$ cat src/rtl/dmem_access_ctrl_pkg.sv
// rtl/dmem_access_ctrl_pkg.sv - shared types and constants for the MEM-stage data memory controller
//
// Contents:
//   MA_CNT_W    width of the latency down-counter (covers WAIT_CYCLES up to 15)
//   ma_state_t  controller FSM state encoding
package dmem_access_ctrl_pkg;

  localparam int MA_CNT_W = 4;

  typedef enum logic [1:0] {
    MA_IDLE    = 2'd0,
    MA_RD_BUSY = 2'd1,
    MA_WR_BUSY = 2'd2,
    MA_RD_DONE = 2'd3
  } ma_state_t;

endpackage

$ cat src/rtl/dmem_access_ctrl.sv
// rtl/dmem_access_ctrl.sv - MEM-stage load/store sequencer for a fixed-latency sync data memory
//
// Loads stall the pipeline until data returns; stores are posted and drain in the background.
// At most one memory op is outstanding, so a memory op behind a draining store waits for it.
//
// Ports:
//   clk, rst_n    clock (rising edge), asynchronous active-low reset
//   mem_read      load request (level, held while stall=1)
//   mem_write     store request (level)
//   addr, wdata   word address and store data from the pipeline
//   stall         freeze PC and pipeline registers
//   rdata         registered load result, held until the next load completes
//   rdata_valid   one-cycle pulse when rdata carries the current load's data
//   err           sticky: mem_read and mem_write were requested together
//   mem_en        memory access strobe, one cycle per op
//   mem_we        write select, valid with mem_en
//   mem_addr      memory word address
//   mem_wdata     memory write data
//   mem_rdata     memory read data, valid WAIT_CYCLES cycles after the issue edge
module dmem_access_ctrl
  import dmem_access_ctrl_pkg::*;
#(
  parameter int DATA_W      = 16,
  parameter int ADDR_W      = 8,
  parameter int WAIT_CYCLES = 2
) (
  input  logic              clk,
  input  logic              rst_n,
  input  logic              mem_read,
  input  logic              mem_write,
  input  logic [ADDR_W-1:0] addr,
  input  logic [DATA_W-1:0] wdata,
  output logic              stall,
  output logic [DATA_W-1:0] rdata,
  output logic              rdata_valid,
  output logic              err,
  output logic              mem_en,
  output logic              mem_we,
  output logic [ADDR_W-1:0] mem_addr,
  output logic [DATA_W-1:0] mem_wdata,
  input  logic [DATA_W-1:0] mem_rdata
);

  // Counter is loaded at issue; the busy state ends on the cycle it reads zero,
  // which is WAIT_CYCLES cycles after the issue edge.
  localparam logic [MA_CNT_W-1:0] CNT_LOAD = MA_CNT_W'(WAIT_CYCLES - 1);

  ma_state_t             state, state_next;
  logic [MA_CNT_W-1:0]   cnt, cnt_next;
  logic                  capture;
  logic                  err_set;
  logic                  stall_c, en_c, we_c, rv_c;

  always_ff @(posedge clk or negedge rst_n) begin
    if (!rst_n) begin
      state <= MA_IDLE;
      cnt   <= '0;
      rdata <= '0;
      err   <= 1'b0;
    end else begin
      state <= state_next;
      cnt   <= cnt_next;
      if (capture) rdata <= mem_rdata;
      if (err_set) err   <= 1'b1;
    end
  end

  always_comb begin
    state_next = state;
    cnt_next   = cnt;
    capture    = 1'b0;
    err_set    = 1'b0;
    stall_c    = 1'b0;
    en_c       = 1'b0;
    we_c       = 1'b0;
    rv_c       = 1'b0;
    case (state)
      MA_IDLE: begin
        // A simultaneous read+write request resolves to the write.
        if (mem_write) begin
          en_c       = 1'b1;
          we_c       = 1'b1;
          err_set    = mem_read;
          cnt_next   = CNT_LOAD;
          state_next = MA_WR_BUSY;
        end else if (mem_read) begin
          en_c       = 1'b1;
          stall_c    = 1'b1;
          cnt_next   = CNT_LOAD;
          state_next = MA_RD_BUSY;
        end
      end
      MA_RD_BUSY: begin
        stall_c = 1'b1;
        if (cnt == '0) begin
          capture    = 1'b1;
          state_next = MA_RD_DONE;
        end else begin
          cnt_next = cnt - 1'b1;
        end
      end
      MA_RD_DONE: begin
        // mem_read is still high here for the same load; do not reissue.
        rv_c       = 1'b1;
        state_next = MA_IDLE;
      end
      MA_WR_BUSY: begin
        // Only a following memory op has to wait for the posted store.
        stall_c = mem_read | mem_write;
        if (cnt == '0) begin
          state_next = MA_IDLE;
        end else begin
          cnt_next = cnt - 1'b1;
        end
      end
      default: state_next = MA_IDLE;
    endcase
  end

  // Control outputs drop the moment reset asserts, even while the state
  // register is being cleared and inputs still request an access.
  assign stall       = stall_c & rst_n;
  assign mem_en      = en_c & rst_n;
  assign mem_we      = we_c & rst_n;
  assign rdata_valid = rv_c & rst_n;
  assign mem_addr    = addr;
  assign mem_wdata   = wdata;

endmodule

$ cat config.mk
export PLATFORM = sky130hd
export DESIGN_NAME = dmem_access_ctrl
export DESIGN_NICKNAME = d
export VERILOG_FILES = /design/src/rtl/dmem_access_ctrl_pkg.sv /design/src/rtl/dmem_access_ctrl.sv
export SDC_FILE = /design/constraint.sdc
export NUM_CORES = 1
export LEC_CHECK = 0
export CAP_MARGIN = 5
export CORE_UTILIZATION = 33
export CTS_BUF_LIST = sky130_fd_sc_hd__clkbuf_4 sky130_fd_sc_hd__clkbuf_8
export DETAILED_ROUTE_END_ITERATION = 10
export GPL_TIMING_DRIVEN = 0
export PLACE_DENSITY = 0.78
export RECOVER_POWER = 25
export SLEW_MARGIN = 30
export SYNTH_ARGS = -nofsm -noshare
export SYNTH_HDL_FRONTEND = slang
export SYNTH_SLANG_ARGS = --single-unit
$ cat constraint.sdc
create_clock -name clk -period 1.7 [get_ports clk]
set_input_delay 0.425 -clock clk [delete_from_list [all_inputs] [get_ports clk]]
set_output_delay 0.425 -clock clk [all_outputs]
set_load 0.02 [all_outputs]
# After elaboration in Yosys (flattened, before gate mapping)
# Cells that the tools add are included.
# totals
out_inout_bits	45
regBits	23
input_bits	44
word_cells	44
# classes
mux	21
reduce_logical	6
bitwise	5
addsub	1
n_eq_ne	7
# ops
op	count
two-way mux 4 bit	3
two-way mux 1 bit	11
two-way mux 2 bit	4
case mux 2 bit (4 select lines)	1
case mux 4 bit (2 select lines)	1
!= test 2 bit (second input constant)	3
AND reduction 3 bit	2
bitwise AND 1 bit	4
== test 2 bit (second input constant)	2
zero test 4 bit	1
subtractor 4 x 1 -> 4 bit (second input constant)	1
!= test 3 bit (second input constant)	1
case mux 1 bit (3 select lines)	1
== test 2 x 1 -> 1 bit (second input constant)	1
zero test 2 bit	1
nonzero test 2 bit	1
OR reduction 2 bit	1
bitwise OR 1 bit	1

# Longest topological paths before layout
# logic_depth
depth_word	4
ltp_mapped	7
ltp_nobuf	5

# Worst setup path after synthesis
# OpenSTA, ideal clock, no wires.
# synth_timing
path_type	register -> output
startpoint	register state[0]
endpoint	output stall
t_required_ps	1275
arrival_ps	1357
path_stages_with_launch	7
setup_slack_ps	-82
path_buffers	1
path_cell_list	dfrtp_1 -> inv_1 -> ha_1 -> buf_2 -> nor2b_1 -> o22ai_1 -> a21oi_1
# synth_between
elab_chain_len	3
elab_cells_between_ends	5
classes_between	eq/ne: 2; mux: 1; bitwise: 1; reduce/logical: 1
# synth_lines
item	line_no	source
start, declared	dmem_access_ctrl.sv:48	ma_state_t state, state_next;
start signal, assigned	dmem_access_ctrl.sv:61	state <= state_next;
== test 2 bit, or another cell as far along	dmem_access_ctrl.sv:77	case (state)
case mux 1 bit (3 select lines) *	dmem_access_ctrl.sv:77	
bitwise AND 1 bit *	dmem_access_ctrl.sv:122	assign stall = stall_c & rst_n;
end, declared	dmem_access_ctrl.sv:33	output logic stall,
# Every way passes the cells marked *; elsewhere a longest branch is shown, timed or not.

# Worst setup path in the final report
# layout_timing
startpoint	register state[1]
endpoint	output stall
# The elaborated chain is that of the path after synthesis.

==> results.toml <==
[power_and_ir_drop]
swShare_pct = 38.3
p_switching_mw = 1.45
power_density_mw_per_mm2 = 1630
p_clk_share_pct = 9.1
leakagePower_nw = 1.05
ir_worst_vdd_uv = 606
p_comb_share_pct = 65.0
pwr-share-seq_pct = 26.0
p_int_mw = 2.34

[place]
dpl_worst_slack_ns = -0.646
gp_congestion = 0.788
dp_hpwl_um = 2330
placed_area_mm2 = 0.00208
port_buffers = 64

[synth]
synth_top_cell_by_area = "dfrtp_1"
netlist_area_mm2 = 0.00135
ys_ff_latch = 23
synth_commonest_cells = "buf_4, dfrtp_1, mux2_1"
synth-main-ff-cell = "dfrtp_1"
yosysMostFrequentCell = "buf_4"
ys_warn_count = 0
synthCells = 120
synth_seq_area_share_pct = 42.5
ys_types = 33
yosysTopAreaCellShare_pct = 42.5
async_reset_ff_share_pct = 100
synth_edf_count = 0
avgSynthCellArea_um2 = 11.3
syn_nets = 171
synth_area_leaders = "dfrtp_1, buf_4, mux2_1, ha_1, mux2_2"

[global_route]
grt_max_degree = 28
antenna_found_initial = 0
grt_use_total_pct = 14.6
overflow = 0
grt_pass1_wl_um = 4890
grt_pass1_vias = 1126

[run]
drv_cap = 0

[sta]
slew_headroom_pct = 78.0
fin_crit_ns = 1.84
drv_slew = 0
skew_ns = 0.00306
rsz0062_at_grt = "yes"
setup_viol = 6
period_share_pct = 108
max_freq_mhz = 543
tightest_slew_ns = 0.329
hold_viol_final = 0
setup_ws_ns = -0.143

[clocking]
cts_tree = "built"
path_clk_slew_ns = 0.08
clockBufferDepth = 2
clk_latency_ns = 0.26
clock-root-buffer = "clkbuf_8"
cts_hold_buf = 0
numCtsBuffers = 3
cts_num_sinks = 23
cts_max_level = 1

[outcome]
outcome = "finished, violations left"
violations = "negative setup slack"

[floorplan]
die_area_mm2 = 0.00436
dieHeight_um = 66.1
pin_count = 89
initial_utilization_pct = 35.6
die_w_um = 66.1
row_count = 22
coreArea_mm2 = 0.00380

[route]
drtPass1Iterations = 4
drc = 0
ant_nets = 0
drt_wl_total_um = 3470
routedWlPerCell_um = 14.1
dr_total_vias = 1185
dr.first_iter.drc_count = 17
vias_per_cell = 4.80

[setup_path]
cp-end-kind = "output pin"
arrival_ns = 1.42
worst-r2r-cell-count = 7
critPathLaunchType = "flop"
crit_fanout = 3
worstSetupPathType = "flop to output pin"
crit_required_ns = 1.27

[layout]
final_core_util_pct = 61.3
design_area_mm2 = 0.00233
antennaDiodeCount = 0
nets = 251
drive_gt1_share_pct = 38.2
syn2layout_area_growth_pct = 72.1

[worst_hold_path]
hold_class = "input port to asynchronous set/reset pin"
==> routing by layer <==
| metal | global-route usage [%] | vias up | part of all wire, % |
|---|---|---|---|
| li1 | - | 546 | - |
| met1 | 16.6 | 556 | 39 |
| met2 | 27.2 | 83 | 51 |
| met3 | 3.62 | 0 | 11 |
| met4 | 2.93 | 0 | 0 |
| met5 | 0 | - | 0 |
==> layout make-up <==
class	instances	area (µm²)
Buffer	26	203
Clock buffer	4	48.8
Fill cell	308	1470
Inverter	6	22.5
Multi-Input combinational cell	63	653
Sequential cell	23	576
Tap cell	48	60.1
Timing Repair Buffer	77	767
==> critical path: stages, from the launching register on <==
cell and delay, ns:
dfrtp_1 0.41, inv_2 0.09, ha_4 0.15, nor2b_4 0.15, o22ai_2 0.08, a21oi_2 0.14
buf_4 0.14
==> power groups by stage <==
stage	registers (mW)	clock network, mW	logic (mW)
floorplan	1.22	0	0.961
global placement	0.975	0	1.88
detailed placement	0.996	0	1.95
CTS	0.963	0.352	2.20
global route	1.02	0.386	2.64
finish	0.984	0.344	2.46
==> placed cells by master (no fill, tap or decap), types with 2 or more instances in the layout <==
master           synthesis  routed
and2_1                   3       2
and3_1                   2       2
buf_4                   25      36
buf_6                    0       5
clkbuf_4                 0       2
clkbuf_8                 0       3
clkdlybuf4s50_1          0      54
dfrtp_1                 23      23
dlygate4sd2_1            0       2
dlymetal6s2s_1           0       3
ha_1                     7       3
ha_4                     0       3
inv_1                    6       2
inv_2                    0       4
mux2_1                  10       5
mux2_2                   6       3
mux2_4                   0       8
nand3b_1                 5       5
nor2_1                   3       3
nor3_1                   5       5
o21ai_0                  2       2
==> per-stage QoR <==
stage                     hold slack [ns]  setup TNS, ns  power, mW  std cells
after global placement              0.462          -8.63       2.86        232
after global routing               0.0703         -0.959       4.04        247
after floorplan                     0.129         -0.188       2.18        120
final                              0.0539         -0.466       3.79        247
after CTS                          0.0630         -0.178       3.51        243
after detailed placement            0.443          -4.78       2.95        232
==> kinds of logic (layout without fill, tap and decap cells) <==
| kind of cell | count (synthesis) | count (layout) | synth area share, % |
|---|---|---|---|
| adder cells (fa/ha/maj) | 7 | 7 | 6.47 |
| multiplexers | 16 | 16 | 13.3 |
| AND/OR/NAND/NOR | 26 | 26 | 12.8 |
| buffers and inverters | 34 | 113 | 17.4 |
| AO/OA/AOI/OAI | 14 | 14 | 7.58 |
| flip-flops | 23 | 23 | 42.5 |
==> registers in the layout (all words and copies together) (netlist names) <==
| signal | count |
|---|---|
| err | 1 |
| cnt | 4 |
| state | 2 |
| rdata | 16 |
==> timing repair <==
action                                  CTS  global route
gates cloned                              0             1
setup buffers                             8             4
resized for setup                        30            26
endpoints found under the setup margin   24            26
pin swaps                                 3             4
==> worst paths after layout <==
path	startpoint	end	slack [ns]
min in group clk	err$_DFFE_PN0P_	err$_DFFE_PN0P_	0.48
worst min-delay path	rst_n	rdata[9]$_DFFE_PN0P_	0.05
worst max-delay path	state[1]$_DFFE_PN0P_	stall	-0.14
max in group asynchronous	rst_n	rdata[0]$_DFFE_PN0P_	1.41
worst min register to register	err$_DFFE_PN0P_	err$_DFFE_PN0P_	0.48
worst max register to register	state[1]$_DFFE_PN0P_	cnt[2]$_DFFE_PN0P_	-0.09
No activity file was read; power rests on OpenSTA's default activity.
